<file path="config.mk">
export PLATFORM = sky130hd
export DESIGN_NAME = dma_engine
export DESIGN_NICKNAME = d
export VERILOG_FILES = /design/src/rtl/dma_pkg.sv /design/src/rtl/dma_timeout_cnt.sv /design/src/rtl/dma_engine.sv
export SDC_FILE = /design/constraint.sdc
export NUM_CORES = 1
export LEC_CHECK = 0
export CORE_ASPECT_RATIO = 2
export CORE_MARGIN = 2
export CORE_UTILIZATION = 47
export CTS_CLUSTER_DIAMETER = 60
export CTS_CLUSTER_SIZE = 10
export DETAILED_ROUTE_END_ITERATION = 16
export GPL_ROUTABILITY_DRIVEN = 1
export GPL_TIMING_DRIVEN = 0
export PLACE_DENSITY = 0.86
export RECOVER_POWER = 100
export SLEW_MARGIN = 20
export SYNTH_ARGS = -nofsm -noshare
export SYNTH_HDL_FRONTEND = slang
export SYNTH_SLANG_ARGS = --single-unit
</file>
<file path="constraint.sdc">
create_clock -name clk -period 3.23 [get_ports clk]
set_clock_uncertainty 0.2 [all_clocks]
set_input_delay 0.969 -clock clk [delete_from_list [all_inputs] [get_ports clk]]
set_output_delay 0.969 -clock clk [all_outputs]
set_load 0.01 [all_outputs]
</file>
<file path="src/rtl/dma_pkg.sv">
// Shared types and constants for the DMA transfer sequencer.
package dma_pkg;

  typedef enum logic [2:0] {
    StIdle  = 3'd0,
    StRead  = 3'd1,
    StWrite = 3'd2,
    StDone  = 3'd3,
    StAbort = 3'd4
  } dma_state_e;

  localparam logic [1:0] MST_WE_READ = 2'b00;
  localparam logic [1:0] MST_WE_WORD = 2'b11;
  localparam int unsigned TIMER_W = 8;

endpackage

</file>
<file path="src/rtl/dma_timeout_cnt.sv">
// Saturating bus-wait counter; hit_o flags that the next waiting cycle reaches the limit.
module dma_timeout_cnt
  import dma_pkg::*;
#(
  parameter int unsigned TIMEOUT_CYCLES = 255
) (
  input  logic clk_i,
  input  logic rst_i,
  input  logic clr_i,
  input  logic en_i,
  output logic hit_o
);

  localparam logic [TIMER_W-1:0] HitVal = TIMER_W'(TIMEOUT_CYCLES - 1);
  localparam logic [TIMER_W-1:0] MaxVal = {TIMER_W{1'b1}};

  logic [TIMER_W-1:0] cnt_d, cnt_q;

  always_comb begin
    cnt_d = cnt_q;
    if (clr_i) begin
      cnt_d = '0;
    end else if (en_i && (cnt_q != MaxVal)) begin
      cnt_d = cnt_q + 1'b1;
    end
  end

  always_ff @(posedge clk_i or posedge rst_i) begin
    if (rst_i) begin
      cnt_q <= '0;
    end else begin
      cnt_q <= cnt_d;
    end
  end

  // Used only in a not-ready cycle, which would be waiting cycle number cnt_q + 1.
  assign hit_o = (cnt_q >= HitVal);

endmodule

</file>
<file path="src/rtl/dma_engine.sv">
// DMA transfer sequencer: moves words one at a time from source to destination
// over a single-master bus and reports busy/interrupt/error status.
module dma_engine
  import dma_pkg::*;
#(
  parameter int unsigned TIMEOUT_CYCLES = 255,
  parameter int unsigned ADDR_STEP      = 2
) (
  input  logic        clk,
  input  logic        reset,
  input  logic        dma_trans_start,
  input  logic        direction_bit,
  input  logic        int_enabled,
  input  logic [15:0] dma_p1_start_addr,
  input  logic [15:0] dma_p2_start_addr,
  input  logic [15:0] dma_transfer_len,
  input  logic        clear_int,
  output logic        int_gen,
  output logic        dma_busy,
  output logic        dma_error,
  output logic        mst_en,
  output logic [1:0]  mst_we,
  output logic [15:0] mst_addr,
  output logic [15:0] mst_wdata,
  input  logic [15:0] mst_rdata,
  input  logic        mst_ready,
  input  logic        mst_resp
);

  localparam logic [15:0] Step = 16'(ADDR_STEP);

  dma_state_e  state_d, state_q;
  logic [15:0] src_d, src_q;
  logic [15:0] dst_d, dst_q;
  logic [15:0] cnt_d, cnt_q;
  logic [15:0] data_d, data_q;
  logic        int_en_d, int_en_q;
  logic        int_gen_d, int_gen_q;
  logic        err_d, err_q;
  logic        busy_d, busy_q;

  logic tmr_clr, tmr_en, tmr_hit;
  logic int_set, err_set;

  // Timer enable is derived from state, not mst_en, to keep hit out of the output path.
  assign tmr_en = ((state_q == StRead) || (state_q == StWrite)) && !mst_ready;

  dma_timeout_cnt #(
    .TIMEOUT_CYCLES(TIMEOUT_CYCLES)
  ) u_timeout (
    .clk_i(clk),
    .rst_i(reset),
    .clr_i(tmr_clr),
    .en_i (tmr_en),
    .hit_o(tmr_hit)
  );

  always_comb begin
    state_d   = state_q;
    src_d     = src_q;
    dst_d     = dst_q;
    cnt_d     = cnt_q;
    data_d    = data_q;
    int_en_d  = int_en_q;
    int_set   = 1'b0;
    err_set   = 1'b0;
    mst_en    = 1'b0;
    mst_we    = MST_WE_READ;
    mst_addr  = 16'h0000;
    mst_wdata = 16'h0000;

    case (state_q)
      StIdle: begin
        if (dma_trans_start) begin
          int_en_d = int_enabled;
          if (dma_transfer_len != 16'h0000) begin
            src_d   = direction_bit ? {dma_p2_start_addr[15:1], 1'b0}
                                    : {dma_p1_start_addr[15:1], 1'b0};
            dst_d   = direction_bit ? {dma_p1_start_addr[15:1], 1'b0}
                                    : {dma_p2_start_addr[15:1], 1'b0};
            cnt_d   = dma_transfer_len;
            state_d = StRead;
          end else begin
            state_d = StDone;
          end
        end
      end
      StRead: begin
        mst_en   = 1'b1;
        mst_we   = MST_WE_READ;
        mst_addr = src_q;
        if (mst_ready) begin
          if (mst_resp) begin
            state_d = StAbort;
          end else begin
            data_d  = mst_rdata;
            src_d   = src_q + Step;
            state_d = StWrite;
          end
        end else if (tmr_hit) begin
          state_d = StAbort;
        end
      end
      StWrite: begin
        mst_en    = 1'b1;
        mst_we    = MST_WE_WORD;
        mst_addr  = dst_q;
        mst_wdata = data_q;
        if (mst_ready) begin
          if (mst_resp) begin
            state_d = StAbort;
          end else begin
            dst_d   = dst_q + Step;
            cnt_d   = cnt_q - 16'h0001;
            state_d = (cnt_q == 16'h0001) ? StDone : StRead;
          end
        end else if (tmr_hit) begin
          state_d = StAbort;
        end
      end
      StDone: begin
        int_set = int_en_q;
        state_d = StIdle;
      end
      StAbort: begin
        err_set = 1'b1;
        int_set = int_en_q;
        state_d = StIdle;
      end
      default: state_d = StIdle;
    endcase

    // Every READ/WRITE entry is a state change (READ and WRITE always alternate).
    tmr_clr = (state_d != state_q);

    // Set beats a simultaneous clear.
    int_gen_d = clear_int ? 1'b0 : int_gen_q;
    if (int_set) int_gen_d = 1'b1;
    err_d = clear_int ? 1'b0 : err_q;
    if (err_set) err_d = 1'b1;

    busy_d = (state_d != StIdle);
  end

  always_ff @(posedge clk or posedge reset) begin
    if (reset) begin
      state_q   <= StIdle;
      src_q     <= 16'h0000;
      dst_q     <= 16'h0000;
      cnt_q     <= 16'h0000;
      data_q    <= 16'h0000;
      int_en_q  <= 1'b0;
      int_gen_q <= 1'b0;
      err_q     <= 1'b0;
      busy_q    <= 1'b0;
    end else begin
      state_q   <= state_d;
      src_q     <= src_d;
      dst_q     <= dst_d;
      cnt_q     <= cnt_d;
      data_q    <= data_d;
      int_en_q  <= int_en_d;
      int_gen_q <= int_gen_d;
      err_q     <= err_d;
      busy_q    <= busy_d;
    end
  end

  assign int_gen   = int_gen_q;
  assign dma_error = err_q;
  assign dma_busy  = busy_q;

endmodule

</file>
Word level (Yosys, flattened, before mapping)
Cells that the tools add are included.
{"block": "totals", "reg_bits": 79, "latch_bits": 0, "ram_bits": 0, "rom_bits": 0, "inputBits": 72, "output_inout_bits": 38, "wordCells": 84, "mem_count": 0}
{"block": "op_classes", "n_addsub": 4, "multipliers": 0, "div_mod_pow": 0, "order_cmp": 1, "n_eq_ne": 13, "shift": 0, "mux": 37, "bitwise": 1, "n_reduce_logical": 18}
{"operator": "two-way mux 16 bit", "n": 15}
{"operator": "one-hot mux 16 bit (2 select lines)", "n": 4}
{"operator": "adder 16 x 2 -> 16 bit (second input constant)", "n": 2}
{"operator": "two-way mux 3 bit", "n": 6}
{"operator": "equality test 16 x 1 -> 1 bit (second input constant)", "n": 1}
{"operator": "two-way mux 8 bit", "n": 2}
{"operator": "nonzero test 16 bit", "n": 1}
{"operator": "subtractor 16 x 1 -> 16 bit (second input constant)", "n": 1}
{"operator": "!= test 2 bit (second input constant)", "n": 6}
{"operator": "AND reduction 5 bit", "n": 2}
{"operator": "nonzero test 2 bit", "n": 5}
{"operator": "one-hot mux 3 bit (3 select lines)", "n": 1}
{"operator": "adder 8 x 1 -> 8 bit (second input constant)", "n": 1}
{"operator": ">= comparator 8 bit (second input constant)", "n": 1}
{"operator": "!= test 8 bit (second input constant)", "n": 1}
{"operator": "equality test 3 x 2 -> 1 bit (second input constant)", "n": 2}
{"operator": "two-way mux 1 bit", "n": 6}
{"operator": "two-way mux 2 bit", "n": 3}
{"operator": "OR reduction 2 bit", "n": 2}
{"operator": "equality test 3 x 1 -> 1 bit (second input constant)", "n": 1}
{"operator": "equality test 3 bit (second input constant)", "n": 1}
{"operator": "logical NOT 3 bit", "n": 1}
{"operator": "!= test 3 bit", "n": 1}
{"operator": "AND reduction 3 bit", "n": 1}
{"operator": "other kinds (6)", "n": 7}

Depth between registers and ports, before layout
{"block": "logic_depth", "depth_word": 7, "mapped_depth": 8, "depth_no_buf": 6}

By module
Synthesis repeated with hierarchy kept, for this count alone.
{"block": "unflattened", "hier_cells": 570, "hier_area_um2": 5146.2}
{"module": "dma_engine", "n_inst": 1, "cells_per_inst": 522, "area_per_inst_um2": 4662.0, "seq_area_each_um2": 1726.7}
{"module": "dma_timeout_cnt", "n_inst": 1, "cells_per_inst": 48, "area_per_inst_um2": 484.2, "seq_area_each_um2": 200.2}

Worst setup path before layout
Ideal clock, no wire load.
{"block": "synth_path", "path_type": "reg2out", "startpoint": "reg state_q[2]", "endpoint": "out mst_wdata[10]", "t_arrival_ps": 1827, "required_ps": 2061, "slack_ps": 234, "stages_incl_launch_ff": 8, "n_path_buf": 4, "cell_sequence": "dfrtp_1 > clkbuf_1 > or3b_2 > clkbuf_1 > inv_2 > buf_2 > buf_2 > and2_1"}
{"block": "synth_between", "elab_chain_cells": 2}
{"item": "from (decl)", "line": "dma_engine.sv:32", "rtl": "dma_state_e state_d, state_q;"}
{"item": "from (signal assigned)", "line": "dma_engine.sv:147", "rtl": "state_q <= StIdle;"}
{"item": "from (signal assigned)", "line": "dma_engine.sv:157", "rtl": "state_q <= state_d;"}
{"item": "equality test 3 x 2 -> 1 bit", "line": "dma_engine.sv:72", "rtl": "case (state_q)"}
{"item": "two-way mux 16 bit", "line": "dma_engine.sv:72"}
{"item": "to (decl)", "line": "dma_engine.sv:24", "rtl": "output logic [15:0] mst_wdata,"}
No other way between the ends.

Worst setup path after layout
{"block": "layout_path", "startpoint": "reg state_q[0]", "endpoint": "out mst_wdata[0]"}
The elaborated chain is that of the path after synthesis.

==> impl_results.md <==
* Pwr dens at a little over 800 nW/µm²
* Width of the die at slightly below 80 µm
* Dpl cell area at 6370 µm²
* Hold Path Class: reg2reg
* Total number of vias at 5687
* Maximum clock frequency at between 300 and 400 MHz
* Post-synthesis sequential area ratio at 37.6%
* Fin crit share at 99.2%
* Starting density of the core at 47.7%
* Crit path capture type: primary output
* Dominant cell type by area after synthesis: dfrtp_1
* Dpl hpwl at 12400 µm
* Slowest Stage Delay on Critical Path at 0.46 ns
* Top cells by count, synth: 89 x nand2_1, 77 x dfrtp_1, 33 x nor2_1
* Cell Area, Synth at 5120 µm²
* Die height at 152 µm
* Final Non-Filler Cells at 875
* Initial antenna violation count at 0
* Worst VDD drop at 473 µV
* Gate Count Post-Synth at ~600
* H-Tree Depth at 3
* Post-synth EDFFs at 0
* Most frequent cell after synthesis: nand2_1
* Asr flop ratio synth at 100%
* Fin area at 6880 µm²
* Crit path DAT at around 2 ns
* DRT Pass-1 Iters at 6
* Clk network pwr share at 18.8%
* Logic pwr share at between 40% and 50%
* Longest Clk Path Bufs at 2
* CTS buffer count at 9
* Full die area at 11800 µm²
* CP max stage cell: dfrtp_2
* CTS clock-pin slew for the worst setup and hold paths at 0.07 ns
* Least-Margin Pin Slew at 1.46 ns
* Net Sw Frac at 42.6%
* GPL Wtd Cong at 1.00
* Synthesized area per cell at 8.52 µm²
* Ports at 110
* Sink Count at 77
* Crit start category: flip-flop
* Count of cell types in the netlist at 64
* # diodes at 0
* # rows at 54
* Fill cells at 864
* CP max FO at 10
* Quantity of hold-fixing buffers added after cts at 0
* Syn_nets at 679
* Hold Vio Cnt, Final at 0
* Port buffer count at 104
* Synth area leaders: dfrtp_1 38%, nand2_1 6.5%, o22a_1 3.4%
* Wirelength per Cell at 20.3 µm
* Ys flop type: dfrtp_1
* Final antenna-violating net count at 0
* Largest net degree at the start of global routing at 49
* CP Cell Sequence: or3b_4 > inv_6 > buf_4 > clkbuf_8 > and2_1 > clkdlybuf4s15_1
* Nets at 808
* Root Driver: clkbuf_16
* Status: finished, violations left
* Total gr overflow at 0
* Max Cap Viol at 1
* Setup TNS at 0 ns
* Slew headroom at 2.34%
* Leakage at 2.95 nW
* Routed WL at 17800 µm
* GR Util All Layers at between 30% and 40%
* DRC viols at 0
* Max-slew violation count at 0
* Cells after DPL at between 800 and 900
* Family with the most delay on the worst path: buffers and inverters
* Vias per inst at ~6.5
* Initial DRC Count at 862
* Synthesis Warnings at 0
* Period minus WS final at 3.20 ns
* Buf/Inv on CP at 4
* Setup violators final at 0
* First-pass GRT wire length at 28300 µm
* Synth top area share at 37.6%
* Critical path class: reg2out
* Vias in the first global route at roughly 5700
* Failing checks: max-capacitance violations
* Critical Path RT at 2.06 ns
* CTS tree: built
* Switch Pwr at 2.39 mW
* Seq pwr share at 33.6%
* P_int at approximately 3.2 mW
* Synth-to-Final Area Change at 34.4%
* Synthesized flop and latch total at 77
* Core Box Area at 10700 µm²
* Latest clock arrival within the worst-skew pair at around 0.35 ns
* Share of layout cells above drive strength 1 at 14.7%
-- flip-flops by register name, summed over array words and instances, names as in the netlist, 3 cells and up --
signal,cells
dst_q,15
state_q,3
data_q,16
src_q,15
cnt_q,16
u_timeout.cnt_q,8
-- power by group through the flow --
stage,logic (mW),clock network [mW],registers [mW]
final,2.67,1.06,1.88
after global routing,2.89,1.10,1.93
after floorplan,1.65,0,1.72
after detailed placement,2.50,0,1.85
after CTS,2.56,1.06,1.86
after global placement,2.43,0,1.82
-- worst min-delay path, stage by stage, from the launching register on --
cell and delay (ns):
dfrtp_1 0.33, nand2_1 0.05, nand2_1 0.05
-- final cells by class --
| cell class | count | area (µm²) | share of cell area, % |
|---|---|---|---|
| Buffer | 45 | 293 | 4.26 |
| Clock buffer | 9 | 225 | 3.27 |
| Clock inverter | 7 | 80.1 | 1.16 |
| Inverter | 10 | 43.8 | 0.636 |
| Multi-Input combinational cell | 464 | 2980 | 43.3 |
| Sequential cell | 77 | 1930 | 28.0 |
| Tap cell | 140 | 175 | 2.55 |
| Timing Repair Buffer | 123 | 1160 | 16.8 |
-- timing repair --
item / in CTS / in global routing
buffers inserted: 15 / 3
gates cloned: 0 / 0
pin swaps: 2 / 3
setup endpoints to repair: 34 / 44
resized for setup: 103 / 31
-- stage by stage --
step	utilization, %	power (mW)	hold slack (ns)	worst slack, ns
2_1_floorplan	-	3.36	0.237	0.0943
3_3_place_gp	59.0	4.25	0.250	-1.26
3_5_place_dp	59.3	4.35	0.254	-0.721
4_1_cts	63.6	5.48	0.269	0.00228
5_1_grt	64.0	5.92	0.288	-0.0138
6_report	64.0	5.62	0.265	0.0266
-- cells by family after synthesis --
logic type      count (synthesis)  synth area share (%)
mux                            24                  4.91
other cells                     1                0.0732
xor+xnor                        2                 0.342
fa+ha+maj                       6                  1.47
simple gates                  253                  25.2
compound gates                178                  25.1
flops                          77                  37.6
buf+inv                        60                  5.23
-- final timing paths --
kind | startpoint | to | slack, ns | cells after the start
worst max-delay path | state_q[0]$_DFF_PP0_ | mst_wdata[0] | 0.03 | 6
worst min-delay path | data_q[7]$_DFFE_PP0P_ | data_q[7]$_DFFE_PP0P_ | 0.27 | 2
worst min register to register | data_q[7]$_DFFE_PP0P_ | data_q[7]$_DFFE_PP0P_ | 0.27 | 2
worst max register to register | state_q[1]$_DFF_PP0_ | cnt_q[1]$_DFFE_PP0P_ | 0.55 | 7
max in group asynchronous | reset | src_q[12]$_DFFE_PP0P_ | 0.81 | 3
min in group asynchronous | reset | u_timeout.cnt_q[4]$_DFFE_PP0P_ | 1.20 | 2
-- placed cells by master, fill, tap and decap left out, types with 11 or more instances in the layout --
master and n:
a211oi_1 12, a21oi_1 32, a22oi_1 15, a31oi_1 21
and2_1 20, buf_2 13, buf_4 20, clkbuf_1 16
clkdlybuf4s50_1 68, dfrtp_1 75, mux2i_1 15, nand2_1 88
nand3_1 27, nor2_1 33, nor4_1 12, o211ai_1 11
o22a_1 20
-- layer usage --
metal | vias up | wire, µm | track usage, %
met2 | 435 | 8440 | 51.4
li1 | 2518 | - | -
met3 | 81 | 2050 | 7.76
met4 | 0 | 871 | 16.3
met1 | 2653 | 6440 | 35.6
met5 | - | 0 | 0
No activity file was read; power rests on OpenSTA's default activity.
